==> config.mk <==
export PLATFORM = sky130hd
export DESIGN_NAME = util_axis_uart_sync
export DESIGN_NICKNAME = d
export VERILOG_FILES = /design/src/rtl/util_axis_uart_sync.sv
export SDC_FILE = /design/constraint.sdc
export NUM_CORES = 1
export LEC_CHECK = 0
export ABC_AREA = 1
export CAP_MARGIN = 20
export CELL_PAD_IN_SITES_DETAIL_PLACEMENT = 1
export CELL_PAD_IN_SITES_GLOBAL_PLACEMENT = 2
export CORE_MARGIN = 2
export CORE_UTILIZATION = 34
export CTS_CLUSTER_SIZE = 16
export DETAILED_ROUTE_END_ITERATION = 8
export PLACE_DENSITY_LB_ADDON = 0.1
export SYNTH_ARGS = -nofsm -noshare
export SYNTH_HDL_FRONTEND = slang
export SYNTH_SLANG_ARGS = --single-unit
==> constraint.sdc <==
create_clock -name aclk -period 4.6 [get_ports aclk]
set_input_delay 0.46 -clock aclk [delete_from_list [all_inputs] [get_ports aclk]]
set_output_delay 0.46 -clock aclk [all_outputs]
set_load 0.01 [all_outputs]
==> src/rtl/util_axis_uart_sync.sv <==
`default_nettype none
// ============================================================================
// Module      : util_axis_uart_sync
// Description : AXI-Stream <-> UART bridge. Bytes accepted on s_axis are
//               serialised on tx; frames received on rx are presented on
//               m_axis. Baud timing is an integer division of aclk.
//               Optional: define UTIL_AXIS_UART_RX_SYNC_EN to pass rx
//               through a 2-flop synchroniser (adds 2 cycles of rx latency).
// Ports       : aclk, arst (sync, active high)
//               s_axis_tdata/tvalid/tready : bytes to transmit
//               m_axis_tdata/tvalid/tready : received bytes
//               tx (serial out, idle high), rx (serial in, idle high)
// Revision    : 1.0 - initial release
// ============================================================================
module util_axis_uart_sync #(
    parameter int baud_clock_speed = 2000000,
    parameter int baud_rate        = 115200,
    parameter int parity_ena       = 0,
    parameter int parity_type      = 0,
    parameter int stop_bits        = 1,
    parameter int data_bits        = 8,
    parameter int rx_delay         = 0,
    parameter int tx_delay         = 0
) (
    input  logic                 aclk,
    input  logic                 arst,
    input  logic [data_bits-1:0] s_axis_tdata,
    input  logic                 s_axis_tvalid,
    output logic                 s_axis_tready,
    output logic [data_bits-1:0] m_axis_tdata,
    output logic                 m_axis_tvalid,
    input  logic                 m_axis_tready,
    output logic                 tx,
    input  logic                 rx
);

    localparam int c_DIV   = baud_clock_speed / baud_rate;
    localparam int c_CNT_W = $clog2(c_DIV + rx_delay + tx_delay + 1);

    localparam logic [c_CNT_W-1:0] c_BIT_LAST      = c_CNT_W'(c_DIV - 1);
    // Edge is seen one cycle after rx falls, so the start sample lands at
    // DIV/2-1+rx_delay cycles after the detecting edge.
    localparam logic [c_CNT_W-1:0] c_RX_START_LAST = c_CNT_W'(c_DIV / 2 - 2 + rx_delay);
    localparam logic [c_CNT_W-1:0] c_GAP_LAST      = c_CNT_W'((tx_delay > 0) ? tx_delay - 1 : 0);
    localparam logic [3:0]         c_DATA_LAST     = 4'(data_bits - 1);
    localparam logic [3:0]         c_STOP_LAST     = 4'(stop_bits - 1);
    localparam logic               c_PAR_EN        = (parity_ena != 0);
    localparam logic               c_PAR_ODD       = (parity_type != 0);

    localparam logic [2:0] c_TX_IDLE   = 3'd0;
    localparam logic [2:0] c_TX_START  = 3'd1;
    localparam logic [2:0] c_TX_DATA   = 3'd2;
    localparam logic [2:0] c_TX_PARITY = 3'd3;
    localparam logic [2:0] c_TX_STOP   = 3'd4;
    localparam logic [2:0] c_TX_GAP    = 3'd5;

    localparam logic [2:0] c_RX_IDLE   = 3'd0;
    localparam logic [2:0] c_RX_START  = 3'd1;
    localparam logic [2:0] c_RX_DATA   = 3'd2;
    localparam logic [2:0] c_RX_PARITY = 3'd3;
    localparam logic [2:0] c_RX_STOP   = 3'd4;

    // ------------------------------------------------------------------
    // Transmitter
    // ------------------------------------------------------------------
    logic [2:0]           r_tx_state;
    logic [c_CNT_W-1:0]   r_tx_cnt;
    logic [3:0]           r_tx_bit;
    logic [data_bits-1:0] r_tx_shift;
    logic                 r_tx_par;
    logic                 r_tx;
    logic                 r_s_tready;
    logic                 w_tx_bit_end;

    assign w_tx_bit_end  = (r_tx_cnt == c_BIT_LAST);
    assign tx            = r_tx;
    assign s_axis_tready = r_s_tready;

    always_ff @(posedge aclk) begin
        if (arst) begin
            r_tx_state <= c_TX_IDLE;
            r_tx_cnt   <= '0;
            r_tx_bit   <= '0;
            r_tx_shift <= '0;
            r_tx_par   <= 1'b0;
            r_tx       <= 1'b1;
            r_s_tready <= 1'b0;
        end else begin
            case (r_tx_state)
                c_TX_IDLE: begin
                    if (r_s_tready && s_axis_tvalid) begin
                        r_tx_shift <= s_axis_tdata;
                        r_tx_par   <= (^s_axis_tdata) ^ c_PAR_ODD;
                        r_s_tready <= 1'b0;
                        r_tx       <= 1'b0;
                        r_tx_cnt   <= '0;
                        r_tx_state <= c_TX_START;
                    end else begin
                        r_s_tready <= 1'b1;
                    end
                end
                c_TX_START: begin
                    if (w_tx_bit_end) begin
                        r_tx_cnt   <= '0;
                        r_tx_bit   <= '0;
                        r_tx       <= r_tx_shift[0];
                        r_tx_shift <= r_tx_shift >> 1;
                        r_tx_state <= c_TX_DATA;
                    end else begin
                        r_tx_cnt <= r_tx_cnt + 1'b1;
                    end
                end
                c_TX_DATA: begin
                    if (w_tx_bit_end) begin
                        r_tx_cnt <= '0;
                        if (r_tx_bit == c_DATA_LAST) begin
                            r_tx_bit <= '0;
                            if (c_PAR_EN) begin
                                r_tx       <= r_tx_par;
                                r_tx_state <= c_TX_PARITY;
                            end else begin
                                r_tx       <= 1'b1;
                                r_tx_state <= c_TX_STOP;
                            end
                        end else begin
                            r_tx_bit   <= r_tx_bit + 1'b1;
                            r_tx       <= r_tx_shift[0];
                            r_tx_shift <= r_tx_shift >> 1;
                        end
                    end else begin
                        r_tx_cnt <= r_tx_cnt + 1'b1;
                    end
                end
                c_TX_PARITY: begin
                    if (w_tx_bit_end) begin
                        r_tx_cnt   <= '0;
                        r_tx_bit   <= '0;
                        r_tx       <= 1'b1;
                        r_tx_state <= c_TX_STOP;
                    end else begin
                        r_tx_cnt <= r_tx_cnt + 1'b1;
                    end
                end
                c_TX_STOP: begin
                    if (w_tx_bit_end) begin
                        r_tx_cnt <= '0;
                        if (r_tx_bit == c_STOP_LAST) begin
                            r_tx_bit <= '0;
                            // tready rises on the edge that ends the frame
                            // (or the gap) so the next accept follows 1 cycle later.
                            if (tx_delay > 0) begin
                                r_tx_state <= c_TX_GAP;
                            end else begin
                                r_s_tready <= 1'b1;
                                r_tx_state <= c_TX_IDLE;
                            end
                        end else begin
                            r_tx_bit <= r_tx_bit + 1'b1;
                        end
                    end else begin
                        r_tx_cnt <= r_tx_cnt + 1'b1;
                    end
                end
                c_TX_GAP: begin
                    if (r_tx_cnt == c_GAP_LAST) begin
                        r_tx_cnt   <= '0;
                        r_s_tready <= 1'b1;
                        r_tx_state <= c_TX_IDLE;
                    end else begin
                        r_tx_cnt <= r_tx_cnt + 1'b1;
                    end
                end
                default: begin
                    r_tx_state <= c_TX_IDLE;
                    r_tx       <= 1'b1;
                end
            endcase
        end
    end

    // ------------------------------------------------------------------
    // Receiver input conditioning
    // ------------------------------------------------------------------
    logic w_rx;

`ifdef UTIL_AXIS_UART_RX_SYNC_EN
    logic [1:0] r_rx_sync;

    always_ff @(posedge aclk) begin
        if (arst) begin
            r_rx_sync <= 2'b11;
        end else begin
            r_rx_sync <= {r_rx_sync[0], rx};
        end
    end

    assign w_rx = r_rx_sync[1];
`else
    assign w_rx = rx;
`endif

    // ------------------------------------------------------------------
    // Receiver
    // ------------------------------------------------------------------
    logic [2:0]           r_rx_state;
    logic [c_CNT_W-1:0]   r_rx_cnt;
    logic [3:0]           r_rx_bit;
    logic [data_bits-1:0] r_rx_shift;
    logic                 r_rx_par_err;
    logic                 r_rx_prev;
    logic                 w_rx_bit_end;
    logic                 w_rx_done;
    logic [data_bits-1:0] r_m_tdata;
    logic                 r_m_tvalid;

    assign w_rx_bit_end = (r_rx_cnt == c_BIT_LAST);
    // Good frame: stop bit high and (when enabled) parity matched.
    assign w_rx_done    = (r_rx_state == c_RX_STOP) && w_rx_bit_end && w_rx &&
                          !(c_PAR_EN && r_rx_par_err);

    always_ff @(posedge aclk) begin
        if (arst) begin
            r_rx_state   <= c_RX_IDLE;
            r_rx_cnt     <= '0;
            r_rx_bit     <= '0;
            r_rx_shift   <= '0;
            r_rx_par_err <= 1'b0;
            r_rx_prev    <= 1'b1;
        end else begin
            r_rx_prev <= w_rx;
            case (r_rx_state)
                c_RX_IDLE: begin
                    if (r_rx_prev && !w_rx) begin
                        r_rx_cnt   <= '0;
                        r_rx_state <= c_RX_START;
                    end
                end
                c_RX_START: begin
                    if (r_rx_cnt == c_RX_START_LAST) begin
                        r_rx_cnt   <= '0;
                        r_rx_bit   <= '0;
                        // High at mid-start means a glitch, not a frame.
                        r_rx_state <= w_rx ? c_RX_IDLE : c_RX_DATA;
                    end else begin
                        r_rx_cnt <= r_rx_cnt + 1'b1;
                    end
                end
                c_RX_DATA: begin
                    if (w_rx_bit_end) begin
                        r_rx_cnt   <= '0;
                        r_rx_shift <= {w_rx, r_rx_shift[data_bits-1:1]};
                        if (r_rx_bit == c_DATA_LAST) begin
                            r_rx_bit   <= '0;
                            r_rx_state <= c_PAR_EN ? c_RX_PARITY : c_RX_STOP;
                        end else begin
                            r_rx_bit <= r_rx_bit + 1'b1;
                        end
                    end else begin
                        r_rx_cnt <= r_rx_cnt + 1'b1;
                    end
                end
                c_RX_PARITY: begin
                    if (w_rx_bit_end) begin
                        r_rx_cnt     <= '0;
                        r_rx_par_err <= ((^r_rx_shift) ^ w_rx) != c_PAR_ODD;
                        r_rx_state   <= c_RX_STOP;
                    end else begin
                        r_rx_cnt <= r_rx_cnt + 1'b1;
                    end
                end
                c_RX_STOP: begin
                    if (w_rx_bit_end) begin
                        r_rx_cnt   <= '0;
                        r_rx_state <= c_RX_IDLE;
                    end else begin
                        r_rx_cnt <= r_rx_cnt + 1'b1;
                    end
                end
                default: begin
                    r_rx_state <= c_RX_IDLE;
                end
            endcase
        end
    end

    // Output holding register: a completed frame is dropped while an
    // unconsumed byte is still held (overrun keeps the old byte).
    always_ff @(posedge aclk) begin
        if (arst) begin
            r_m_tdata  <= '0;
            r_m_tvalid <= 1'b0;
        end else if (w_rx_done && (!r_m_tvalid || m_axis_tready)) begin
            r_m_tdata  <= r_rx_shift;
            r_m_tvalid <= 1'b1;
        end else if (m_axis_tready) begin
            r_m_tvalid <= 1'b0;
        end
    end

    assign m_axis_tdata  = r_m_tdata;
    assign m_axis_tvalid = r_m_tvalid;

endmodule
`default_nettype wire

==> results by group <==
Status
  • Status: complete, no violations

Placement
  • Port buffer count: 23
  • DP Wirelength: just under 5000 um
  • Placement Setup Slack: 1.76 ns
  • Placed cells: 520
  • Placer congestion estimate: between 0.7 and 0.8

CTS
  • Maximum clock path buffer count: 2
  • Setup Fix Bufs, Post-CTS: 0
  • CTS tree: built
  • CTS Buf Count: 5
  • Clock latency on the worst-skew pair: between 0.3 and 0.4 ns
  • CTS Hold Bufs: 0
  • H-tree levels: 2
  • Clk pin slew, worst setup/hold paths: 0.10 ns
  • Cts repair resizes: 0
  • CTS root buffer: clkbuf_8
  • Clock sink total: 52

Floorplan
  • Die Area: 8570 um^2
  • Initial Util: 34.9%
  • I/O pins: 24
  • Die Y: between 90 and 100 um
  • Core area: 7650 um^2
  • Row cnt: 32
  • Chip Width: 92.6 um

STA
  • Max Slew Vio Count: 0
  • Relative slew margins: 33.9%
  • Fin worst setup slack: 2.21 ns
  • Setup Skew: 0.0109 ns
  • Fin crit share: 52.0%
  • RSZ-0062 raised after global routing: no
  • Fin. Hold Viols: 0
  • Setup TNS: 0 ns
  • Fmax: 0.418 GHz
  • Worst-Margin Slew: just under 1 ns
  • Final Critical Period: 2.39 ns
  • Setup violations, final: 0

Synth
  • Synth Net Count: roughly 420
  • Ys Warns: 0
  • Register bit count reported by yosys: 52
  • Largest area contributor in the netlist: dfxtp_1
  • Post-synthesis instance total: 401
  • Synth top cells by count: 114 x nand2_1, 60 x nor2_1, 52 x dfxtp_1, 44 x inv_1, 38 x nand3_1
  • Synth top area share: 39.0%
  • Synth top area cells: dfxtp_1 39%, nand2_1 16%, nor2_1 8.4%, nand3_1 7.1%, inv_1 6.2%
  • Mapped cell area: 2670 um^2
  • Post-synth ARST share: 0%
  • Synth cell types: 25
  • Most frequent cell after synthesis: nand2_1
  • EDFF count, synth: 0
  • Syn Area/Cell: 6.65 um^2
  • Ys flop type: dfxtp_1
  • Post-synthesis sequential area ratio: about two fifths

GRT
  • Antenna violations before repair: 0
  • Largest net degree at the start of global routing: 26
  • First-pass GRT wire length: 11200 um
  • Total GRT Usage: 15.8%
  • Gr ovfl total: 0
  • Vias in the first global route: 2488

Worst setup path
  • Worst r2r src: r_rx_cnt[0]
  • Slowest Stage Delay on Critical Path: roughly 0.92 ns
  • Setup crit start kind: input pin
  • WP data arrival: around 2.6 ns
  • Worst R2R Path Depth: 8
  • Setup crit end: r_rx_cnt[1]
  • Slowest-stage cell, CP: clkdlybuf4s50_1
  • Worst-path cell chain: clkdlybuf4s50_1, inv_1, o21ai_0, a21oi_1
  • CP top delay family: buffers and inverters
  • Crit Path Category: input pin to flip-flop
  • Crit. End Element: flip-flop
  • Worst r2r dst: r_rx_shift[7]
  • Levels on crit path: 4
  • Worst path bufs/invs: 2
  • Crit Path Max Fanout: 25
  • CP Data Required Time: 4.83 ns
  • Reg2Reg Setup Slack: 2.77 ns
  • Crit path from: arst

Final layout
  • Post-Layout Cell Count: about 530
  • Total inserted antenna cells: 0
  • Area growth, synth to finish: 15.5%
  • Proportion of layout cells with a drive suffix above 1: 4.93%
  • Final Net Count: 446

Detailed routing
  • Detailed router's first-iteration violation count: 83
  • Drt first pass iters: 4
  • Routed wire length: 6410 um
  • DRC: 0
  • Routed vias: 2498
  • Routed wire per std cell: 12.1 um
  • Post-DRT Antenna Nets: 0
  • Vias per inst: 4.73

Power
  • Max VDD drop: approximately 0.15 mV
  • Pwr Density: 453 nW/um^2
  • Pwr Total: 1.39 mW
  • Leakage Power: 1.42 nW

Flow run
  • Max Cap Viol: 0

Hold path
  • Hold Crit Start: m_axis_tdata[3]
  • Worst min-delay path class: flip-flop to flip-flop
## state kept, by name, summed over array words and instances, names as in the netlist
name / count
m_axis_tdata: 8
m_axis_tvalid: 1
r_rx_bit: 4
r_rx_cnt: 5
r_rx_prev: 1
r_rx_shift: 8
r_rx_state: 3
r_tx_bit: 4
r_tx_cnt: 5
r_tx_shift: 8
r_tx_state: 3
s_axis_tready: 1
tx: 1
## per-layer routing
layer / part of all wire, % / track usage [%] / vias up
met4: 1.0 / 3.86 / 0
li1: - / - / 1315
met5: 0 / 0 / -
met1: 50 / 20.5 / 1159
met3: 1.6 / 2.52 / 5
met2: 47 / 27.5 / 19
## worst min-delay path by stage
| stage | end | slack, ns | cells after the start |
|---|---|---|---|
| after floorplan | r_tx_bit[3] | 0.45 | 2 |
| after global placement | m_axis_tdata[1] | 0.45 | 2 |
| after global routing | m_axis_tdata[7] | 0.49 | 2 |
| final | m_axis_tdata[3] | 0.47 | 2 |
| after detailed placement | m_axis_tdata[3] | 0.46 | 2 |
| after CTS | m_axis_tdata[3] | 0.48 | 2 |
## cells in the final DEF (no fill, tap or decap), types with 3 or more instances in the layout
cell type	netlist	layout
o21bai_1	8	8
inv_2	4	4
dfxtp_1	52	52
a21oi_1	25	25
nor3_1	6	6
inv_1	44	44
o21ai_0	17	17
xor2_1	3	3
nor2_1	60	60
nand2_2	4	4
nand3_1	38	38
nand2_1	114	114
clkbuf_8	0	5
clkdlybuf4s50_1	0	23
ha_1	8	8
nand4_1	4	4
## area by class of cell
cell class              instances  area [um^2]
clock inverters                 3         27.5
clock buffers                   5         68.8
inverters                      48          180
repair buffers                 23          230
fillers                      1013         4570
flip-flops and latches         52         1040
multi-input cells             295         1410
well taps                     102          128
## cell families (layout without fill, tap and decap cells)
group	Yosys count	in the layout	share of synthesized area (%)
simple gates	232	232	37.2
fa+ha+maj	8	8	3.75
flops	52	52	39.0
xor+xnor	3	3	0.985
buf+inv	54	79	8.30
compound gates	52	52	10.7
## power breakdown
group          leakage (nW)  internal (mW)  switching (mW)
clock network        0.0463          0.112           0.166
registers             0.423          0.509          0.0457
logic                 0.953          0.186           0.375
total                  1.42          0.807           0.587
## through the flow
stage	instance area (um^2)	hold WS (ns)	util [%]
finish	3080	0.470	40.3
global route	3080	0.495	40.3
CTS	3080	0.479	40.3
detailed placement	2980	0.464	39.0
global placement	2980	0.453	39.0
floorplan	2670	0.451	-
## tightest hold or removal path: stages, from the launching register on
cell	delay, ns
dfxtp_1	0.32
nand2_1	0.06
a21oi_1	0.05
(Power assumes the default switching activity.)
